## src/rtl/wb_scheduler.sv

```systemverilog
// wb_scheduler: writeback-slot scheduler with shifting reservation table and cache-miss hold
// Ports:
//   clk_i, rsn_i        clock (rising edge), synchronous active-high reset
//   issue_valid_i       decode holds a valid instruction
//   issue_class_i       0 NONE, 1 ALU, 2 MEM, 3 MUL
//   issue_wr_en_i       instruction writes an integer register
//   issue_dest_i        destination register
//   mem_miss_i          cache stage reports a miss this cycle
//   mem_fill_i          pending miss data is available
//   kill_i              pipeline flush
//   stall_o             decode must hold (combinational)
//   wb_valid_o          a result is written back this cycle
//   wb_src_o            writeback latch source select, 1 ALU / 2 MEM / 3 MUL
//   wb_dest_o           destination register of the writeback
//   hold_o              memory-miss hold active
//   stall_cnt_o         saturating count of stall cycles
module wb_scheduler #(
    parameter int LAT_ALU = 2,
    parameter int LAT_MEM = 4,
    parameter int LAT_MUL = 7,
    parameter int DEPTH   = 8
) (
    input  logic        clk_i,
    input  logic        rsn_i,
    input  logic        issue_valid_i,
    input  logic [1:0]  issue_class_i,
    input  logic        issue_wr_en_i,
    input  logic [4:0]  issue_dest_i,
    input  logic        mem_miss_i,
    input  logic        mem_fill_i,
    input  logic        kill_i,
    output logic        stall_o,
    output logic        wb_valid_o,
    output logic [1:0]  wb_src_o,
    output logic [4:0]  wb_dest_o,
    output logic        hold_o,
    output logic [15:0] stall_cnt_o
);
    localparam int W = $clog2(DEPTH);
    localparam logic [W-1:0] LA = W'(LAT_ALU);
    localparam logic [W-1:0] LM = W'(LAT_MEM);
    localparam logic [W-1:0] LU = W'(LAT_MUL);

    typedef struct packed {
        logic       v;
        logic [1:0] src;
        logic [4:0] dest;
    } ent_t;

    ent_t res [DEPTH];
    ent_t pend;
    logic fill_q;
    logic [W-1:0] lat;
    logic [W-1:0] latm1;
    logic writing, accept, miss_take, pend_wb;

    always_comb begin
        lat       = issue_class_i == 2'd1 ? LA : issue_class_i == 2'd2 ? LM : LU;
        latm1     = lat - W'(1);
        writing   = issue_valid_i & (issue_class_i != 2'd0) & issue_wr_en_i;
        // pending is the hold state itself
        stall_o   = issue_valid_i & (pend.v | (writing & res[lat].v));
        accept    = writing & ~stall_o & ~kill_i;
        // a second miss while one is pending cannot be captured and is ignored
        miss_take = mem_miss_i & res[0].v & (res[0].src == 2'd2) & ~pend.v & ~kill_i;
        pend_wb   = pend.v & fill_q & ~res[0].v;
        wb_valid_o = (res[0].v & ~miss_take) | pend_wb;
        wb_src_o   = ~wb_valid_o ? 2'd0 : res[0].v ? res[0].src : 2'd2;
        wb_dest_o  = ~wb_valid_o ? 5'd0 : res[0].v ? res[0].dest : pend.dest;
        hold_o     = pend.v;
    end

    always_ff @(posedge clk_i) begin
        if (rsn_i | kill_i) begin
            for (int k = 0; k < DEPTH; k++) res[k] <= '0;
            pend   <= '0;
            fill_q <= 1'b0;
        end else begin
            for (int k = 0; k < DEPTH - 1; k++) res[k] <= res[k+1];
            res[DEPTH-1] <= '0;
            if (accept) res[latm1] <= {1'b1, issue_class_i, issue_dest_i};
            if (miss_take) pend <= res[0];
            if (pend_wb) begin
                pend.v <= 1'b0;
                fill_q <= 1'b0;
            end else if (pend.v & mem_fill_i) begin
                fill_q <= 1'b1;
            end
        end
    end

    always_ff @(posedge clk_i) begin
        if (rsn_i) stall_cnt_o <= '0;
        else if (stall_o & ~&stall_cnt_o) stall_cnt_o <= stall_cnt_o + 16'd1;
    end
endmodule

```

## config.mk

```make
export PLATFORM = sky130hd
export DESIGN_NAME = wb_scheduler
export DESIGN_NICKNAME = d
export VERILOG_FILES = /design/src/rtl/wb_scheduler.sv
export SDC_FILE = /design/constraint.sdc
export NUM_CORES = 1
export LEC_CHECK = 0
export ABC_AREA = 1
export BUFFER_PORTS_ARGS = -buffer_cell sky130_fd_sc_hd__buf_2
export CAP_MARGIN = 40
export CORE_ASPECT_RATIO = 1.4
export CORE_MARGIN = 10
export CORE_UTILIZATION = 45
export DETAILED_ROUTE_END_ITERATION = 8
export GPL_ROUTABILITY_DRIVEN = 0
export PLACE_DENSITY_LB_ADDON = 0.12
export RECOVER_POWER = 100
export SLEW_MARGIN = 15
export SYNTH_ARGS = -nofsm -noshare
export SYNTH_HDL_FRONTEND = slang
export SYNTH_SLANG_ARGS = --single-unit
```

## constraint.sdc

```tcl
create_clock -name clk_i -period 2.8 [get_ports clk_i]
set_clock_uncertainty 0.15 [all_clocks]
set_input_delay 0.14 -clock clk_i [delete_from_list [all_inputs] [get_ports clk_i]]
set_output_delay 0.14 -clock clk_i [all_outputs]
set_load 0.01 [all_outputs]
```

[Word level (Yosys, flattened, before mapping)]
Memories as Yosys holds them, arrays and structs flattened.
Index checks and enable logic that the tools add are counted.
Word-level totals
  bits in registers: 23
  RAM bits: 64
  output and inout port bits: 26
  memories: 1
Cells by class
  add/sub/neg operators: 2
  equality and inequality tests: 3
  mux-type cells: 20
  bitwise logic cells: 31
  reductions and logical operators: 4
Memory list
  res: words 8, bits a word 8, read ports 9, clocked after memory_dff 0, wr ports 9, line 50  | ent_t res [DEPTH];
Operator list (count)
  $mux 8: 8
  $add 16x1->16 const B: 1
  $reduce_and 16->1: 1
  $and 1x1->1: 15
  $or 1x1->1: 11
  $mux 5: 2
  $mux 1: 6
  $mux 2: 3
  $not 1->1: 5
  $eq 2x2->1 const B: 2
  $mux 3: 1
  $sub 3x1->3 const B: 1
  $eq 2x1->1 const B: 1
  $reduce_bool 2->1: 1
  $reduce_or 2->1: 1
  $logic_not 1->1: 1

[Longest topological paths before layout]
An unclocked memory read counts as a cell.
  depth after elaboration: 13
  mapped depth: 14

[Worst setup path before layout]
No wires, ideal clock.
  kind: reg-to-reg
  start: register stall_cnt_o[1]
  end: register stall_cnt_o[2]
  library setup time: 70 ps
  arrival: 1673 ps
  data required time: 2580 ps
  setup slack: 906 ps
  stages on the path, launching flop included: 11
  buffers on the path: 1
  cell sequence: dfxtp_1 > ha_1 > nand3_1 > nor2_2 > nand2_1 > nor2_1 > nand2_1 > nand3_2 > buf_4 > nand2_1 > a21oi_1
Between the ends
  word-level cells in the longest chain between the ends: 3
RTL lines
  start, declared: line 37  | output logic [15:0] stall_cnt_o
  start signal, assigned: line 94  | else if (stall_o & ~&stall_cnt_o) stall_cnt_o <= stall_cnt_o + 16'd1;
  parallel branches: the longest is 3 deep, another holds $add 16x1->16
Parallel ways; which one is timed is not known.
A chain may end at the register's enable or synchronous reset.

[Worst setup path in the final report]
  start: input port issue_class_i[0]
  end: output port stall_o
Between the ends
  word-level cells in the longest chain between the ends: 7
RTL lines
  start, declared: line 26  | input logic [1:0] issue_class_i,
  $eq 2x2->1: line 58  | lat = issue_class_i == 2'd1 ? LA : issue_class_i == 2'd2 ? LM : LU;
  $mux 2: line 58
  $mux 3: line 58
  $mem_v2 8x8
  $and 1x1->1 *: line 62  | stall_o = issue_valid_i & (pend.v | (writing & res[lat].v));
  $or 1x1->1 *: line 62
  $and 1x1->1 *: line 62
  end, declared: line 32  | output logic stall_o,
Every way passes the cells marked *; elsewhere a longest branch is shown, timed or not.

==> summary.md <==
| Metric | Value |
|---|---|
| DR pass1 iterations | 4 |
| Height of the die | between 100 and 150 µm |
| Result of the run | finished clean |
| Endpoint of the most critical register-to-register path | stall_cnt_o[1] |
| Nature of the critical path startpoint | input port |
| Area of the die | 11,920 µm² |
| Post-placement cell area | 3889 µm² |
| Global-route wire length before repair | roughly 14,000 µm |
| Share of Yosys cell area claimed by the top area cell type | 48.91% |
| Synth Instances | around 480 |
| End of the worst hold path | hold_o |
| Number of clock sinks | 87 |
| Logic depth of the worst register-to-register path | 10 |
| Required time of the critical path | roughly 2.5 ns |
| Most common cell after layout, fill and taps aside | sky130_fd_sc_hd__nand2_1 |
| Post-synthesis cell type count | 26 |
| Remaining DRCs | 0 |
| Areal power density over the cells | between 500 and 600 nW/µm² |
| Critical Setup Path Class | input port to primary output |
| Number of global-route vias before repair | between 2,000 and 3,000 |
| Layout cell share with drive strength beyond 1 | 10.62% |
| Hold_sp | mem_miss_i |
| Via count | around 3,100 |
| Mean cell area of the mapped netlist | roughly 7.4 µm² |
| Core Footprint | 7750 µm² |
| Cell area after synthesis | between 3000 and 4000 µm² |
| Num ports | 40 |
| Maximum capacitance violations | 0 |
| Register area share after synthesis | between 40 and 50% |
| Classification of the worst-slack hold path | input port to register |
| Register bit total from synthesis | between 80 and 90 |
| Slew at the pin closest to its max-slew limit | 1.036 ns |
| Number of antenna violations at the first check in global routing | 0 |
| Number of routed nets with antenna violations | 0 |
| Reg2Reg Launch Point | stall_cnt_o[1] |
| Max Fanout on Critical Path | 10 |
| CTS tree | built |
| DP Wirelength | 5961 µm |
| Nets@finish | about 560 |
| Library cell with the largest summed area after synthesis | sky130_fd_sc_hd__dfxtp_1 |
| Total negative slack | 0 ns |
| Unrepaired setup endpoints after global routing | yes |
| Fin. max-slew vios | 0 |
| Synth-to-Final Area Change | 17.78% |
| Clock buffer count from CTS | 9 |
| Peak ir drop on the vdd network | roughly 0.00046 V |
| Worst setup slack for register-to-register paths | ~0.73 ns |
| Max Clock Freq | between 0.3 and 0.4 GHz |
| Port-buffer cells | 39 |
| Final-report hold violation count | 0 |
| Initial core utilization | a little under half |
| Leakage power summed over all cells | between 1.5 and 2 nW |
| Total number of placement rows | 38 |
| Final non-filler cell area | 4194 µm² |
| Buffer cell driving the clock tree root | sky130_fd_sc_hd__clkbuf_8 |
| Violation count after the first detailed-route iteration | between 150 and 200 |
| Drt total wl | around 8300 µm |
| Final worst path period need | ~2.6 ns |
| Floorplan die width | ~95 µm |
| Relative slew margins | ~31% |
| Hold depth | 4 |
| Period Utilization, post-route | between 90% and 100% |
| CTS H-tree depth | 3 |
| Hold WS | between 0.09 and 0.1 ns |
| Total congestion overflow | 0 |
| Source-to-sink clock delay at the later pin of the worst-skew pair | 0.35 ns |
| WL per Instance | between 10 and 15 µm |
| Critical path arrival | 2.35 ns |
| Setup violators final | 0 |
| GR Util All Layers | 14.36% |
| Nature of the critical path endpoint | primary output |
| Most frequent cells in the layout | 155 x sky130_fd_sc_hd__nand2_1, 87 x sky130_fd_sc_hd__dfxtp_1, 54 x sky130_fd_sc_hd__nand3_1 |
| Pin count of the biggest net entering global routing | 55 |
| Per-cell via count in the routed design | just under 5 |
| Largest buffer count on any clock path | 2 |
| Final antenna diode count | 0 |
| Warnings from Yosys | 0 |
| Synth area leaders | sky130_fd_sc_hd__dfxtp_1 49%, sky130_fd_sc_hd__nand2_1 16%, sky130_fd_sc_hd__nand3_1 7.6%, sky130_fd_sc_hd__nor2_1 4.8%, sky130_fd_sc_hd__inv_1 4.0% |
| Clock-pin slew on the worst setup and hold paths | around 0.090 ns |
cell families after synthesis:
logic type / Yosys count / synth area share [%]
xor+xnor: 8 / 1.968
buf+inv: 61 / 6.676
flops: 87 / 48.91
fa+ha+maj: 6 / 2.108
other cells: 1 / 0.1053
compound gates: 33 / 4.638
simple gates: 285 / 35.59
per-layer routing:
metal	GRT usage (%)	part of all wire (%)
met5	0	0
met2	23.62	50
met4	4.770	0.98
met1	17.29	45
met3	4.132	4.3
where the power goes:
part           internal, mW  switching, mW  total (mW)
clock network         0.460          0.425       0.884
logic                0.0375         0.0784       0.116
registers              1.26        0.00665        1.26
synthesized netlist by cell type:
| master | n |
|---|---|
| sky130_fd_sc_hd__a21oi_1 | 25 |
| sky130_fd_sc_hd__and2_1 | 1 |
| sky130_fd_sc_hd__buf_1 | 4 |
| sky130_fd_sc_hd__buf_2 | 3 |
| sky130_fd_sc_hd__buf_4 | 1 |
| sky130_fd_sc_hd__clkbuf_1 | 7 |
| sky130_fd_sc_hd__clkinv_2 | 1 |
| sky130_fd_sc_hd__conb_1 | 1 |
| sky130_fd_sc_hd__dfxtp_1 | 87 |
| sky130_fd_sc_hd__ha_1 | 6 |
| sky130_fd_sc_hd__inv_1 | 38 |
| sky130_fd_sc_hd__inv_2 | 7 |
| sky130_fd_sc_hd__nand2_1 | 155 |
| sky130_fd_sc_hd__nand2_2 | 1 |
| sky130_fd_sc_hd__nand3_1 | 54 |
| sky130_fd_sc_hd__nand3_2 | 5 |
| sky130_fd_sc_hd__nand3_4 | 1 |
| sky130_fd_sc_hd__nand4_1 | 16 |
| sky130_fd_sc_hd__nor2_1 | 46 |
| sky130_fd_sc_hd__nor2_2 | 1 |
| sky130_fd_sc_hd__nor2_8 | 1 |
| sky130_fd_sc_hd__nor3_1 | 3 |
| sky130_fd_sc_hd__nor4_4 | 1 |
| sky130_fd_sc_hd__o21ai_0 | 8 |
| sky130_fd_sc_hd__xnor2_1 | 5 |
| sky130_fd_sc_hd__xor2_1 | 3 |
how the worst max path moves through the flow:
stage	slack [ns]	endpoint	start	cells past startpoint
2_1_floorplan	0.91	stall_cnt_o[2]	stall_cnt_o[1]	10
3_3_place_gp	0.37	res[3][5]	issue_class_i[0]	15
3_5_place_dp	0.32	res[0][5]	issue_class_i[0]	15
4_1_cts	0.09	stall_o	issue_class_i[0]	14
5_1_grt	-0.03	stall_o	issue_class_i[0]	14
6_report	0.16	stall_o	issue_class_i[0]	14
registers in the layout, summed over array words and instances (netlist names):
name         flops
fill_q           1
hold_o           1
pend             5
res             64
stall_cnt_o     16
worst max-delay path, stage by stage:
cell and delay, ns:
sky130_fd_sc_hd__dlygate4sd3_1 0.53, sky130_fd_sc_hd__clkbuf_4 0.18, sky130_fd_sc_hd__inv_1 0.14, sky130_fd_sc_hd__ha_2 0.33, sky130_fd_sc_hd__inv_2 0.12, sky130_fd_sc_hd__nand2_1 0.06
sky130_fd_sc_hd__nand3_1 0.07, sky130_fd_sc_hd__nand2_1 0.05, sky130_fd_sc_hd__nand2_1 0.05, sky130_fd_sc_hd__nand3_1 0.12, sky130_fd_sc_hd__nand2_4 0.15, sky130_fd_sc_hd__inv_2 0.11
sky130_fd_sc_hd__nor2_1 0.14, sky130_fd_sc_hd__buf_2 0.15
stage by stage:
step	std cells	util [%]	power, mW	worst slack, ns
6_report	646	54.12	2.262	0.1573
4_1_cts	641	53.84	2.291	0.08638
3_3_place_gp	618	50.18	1.395	0.3725
3_5_place_dp	618	50.18	1.396	0.3191
5_1_grt	646	54.12	2.361	-0.02627
2_1_floorplan	488	-	1.357	0.9065
layout make-up:
class                           instances  area, µm²
Clock buffer                           11      151.4
Inverter                               46      176.4
Timing Repair Buffer                   58      324.1
Multi-Input combinational cell        340       1623
Clock inverter                          4      52.55
Fill cell                             762       3556
Sequential cell                        87       1742
Tap cell                              100      125.1
repair_timing:
item                                    4_1_cts  5_1_grt
endpoints found under the setup margin        0       22
hold buffers                                  8        0
buffers inserted                              0        5
endpoints found under the hold margin        40        0
gates resized for setup                       0        5
Power figures use the tool's default switching activity.
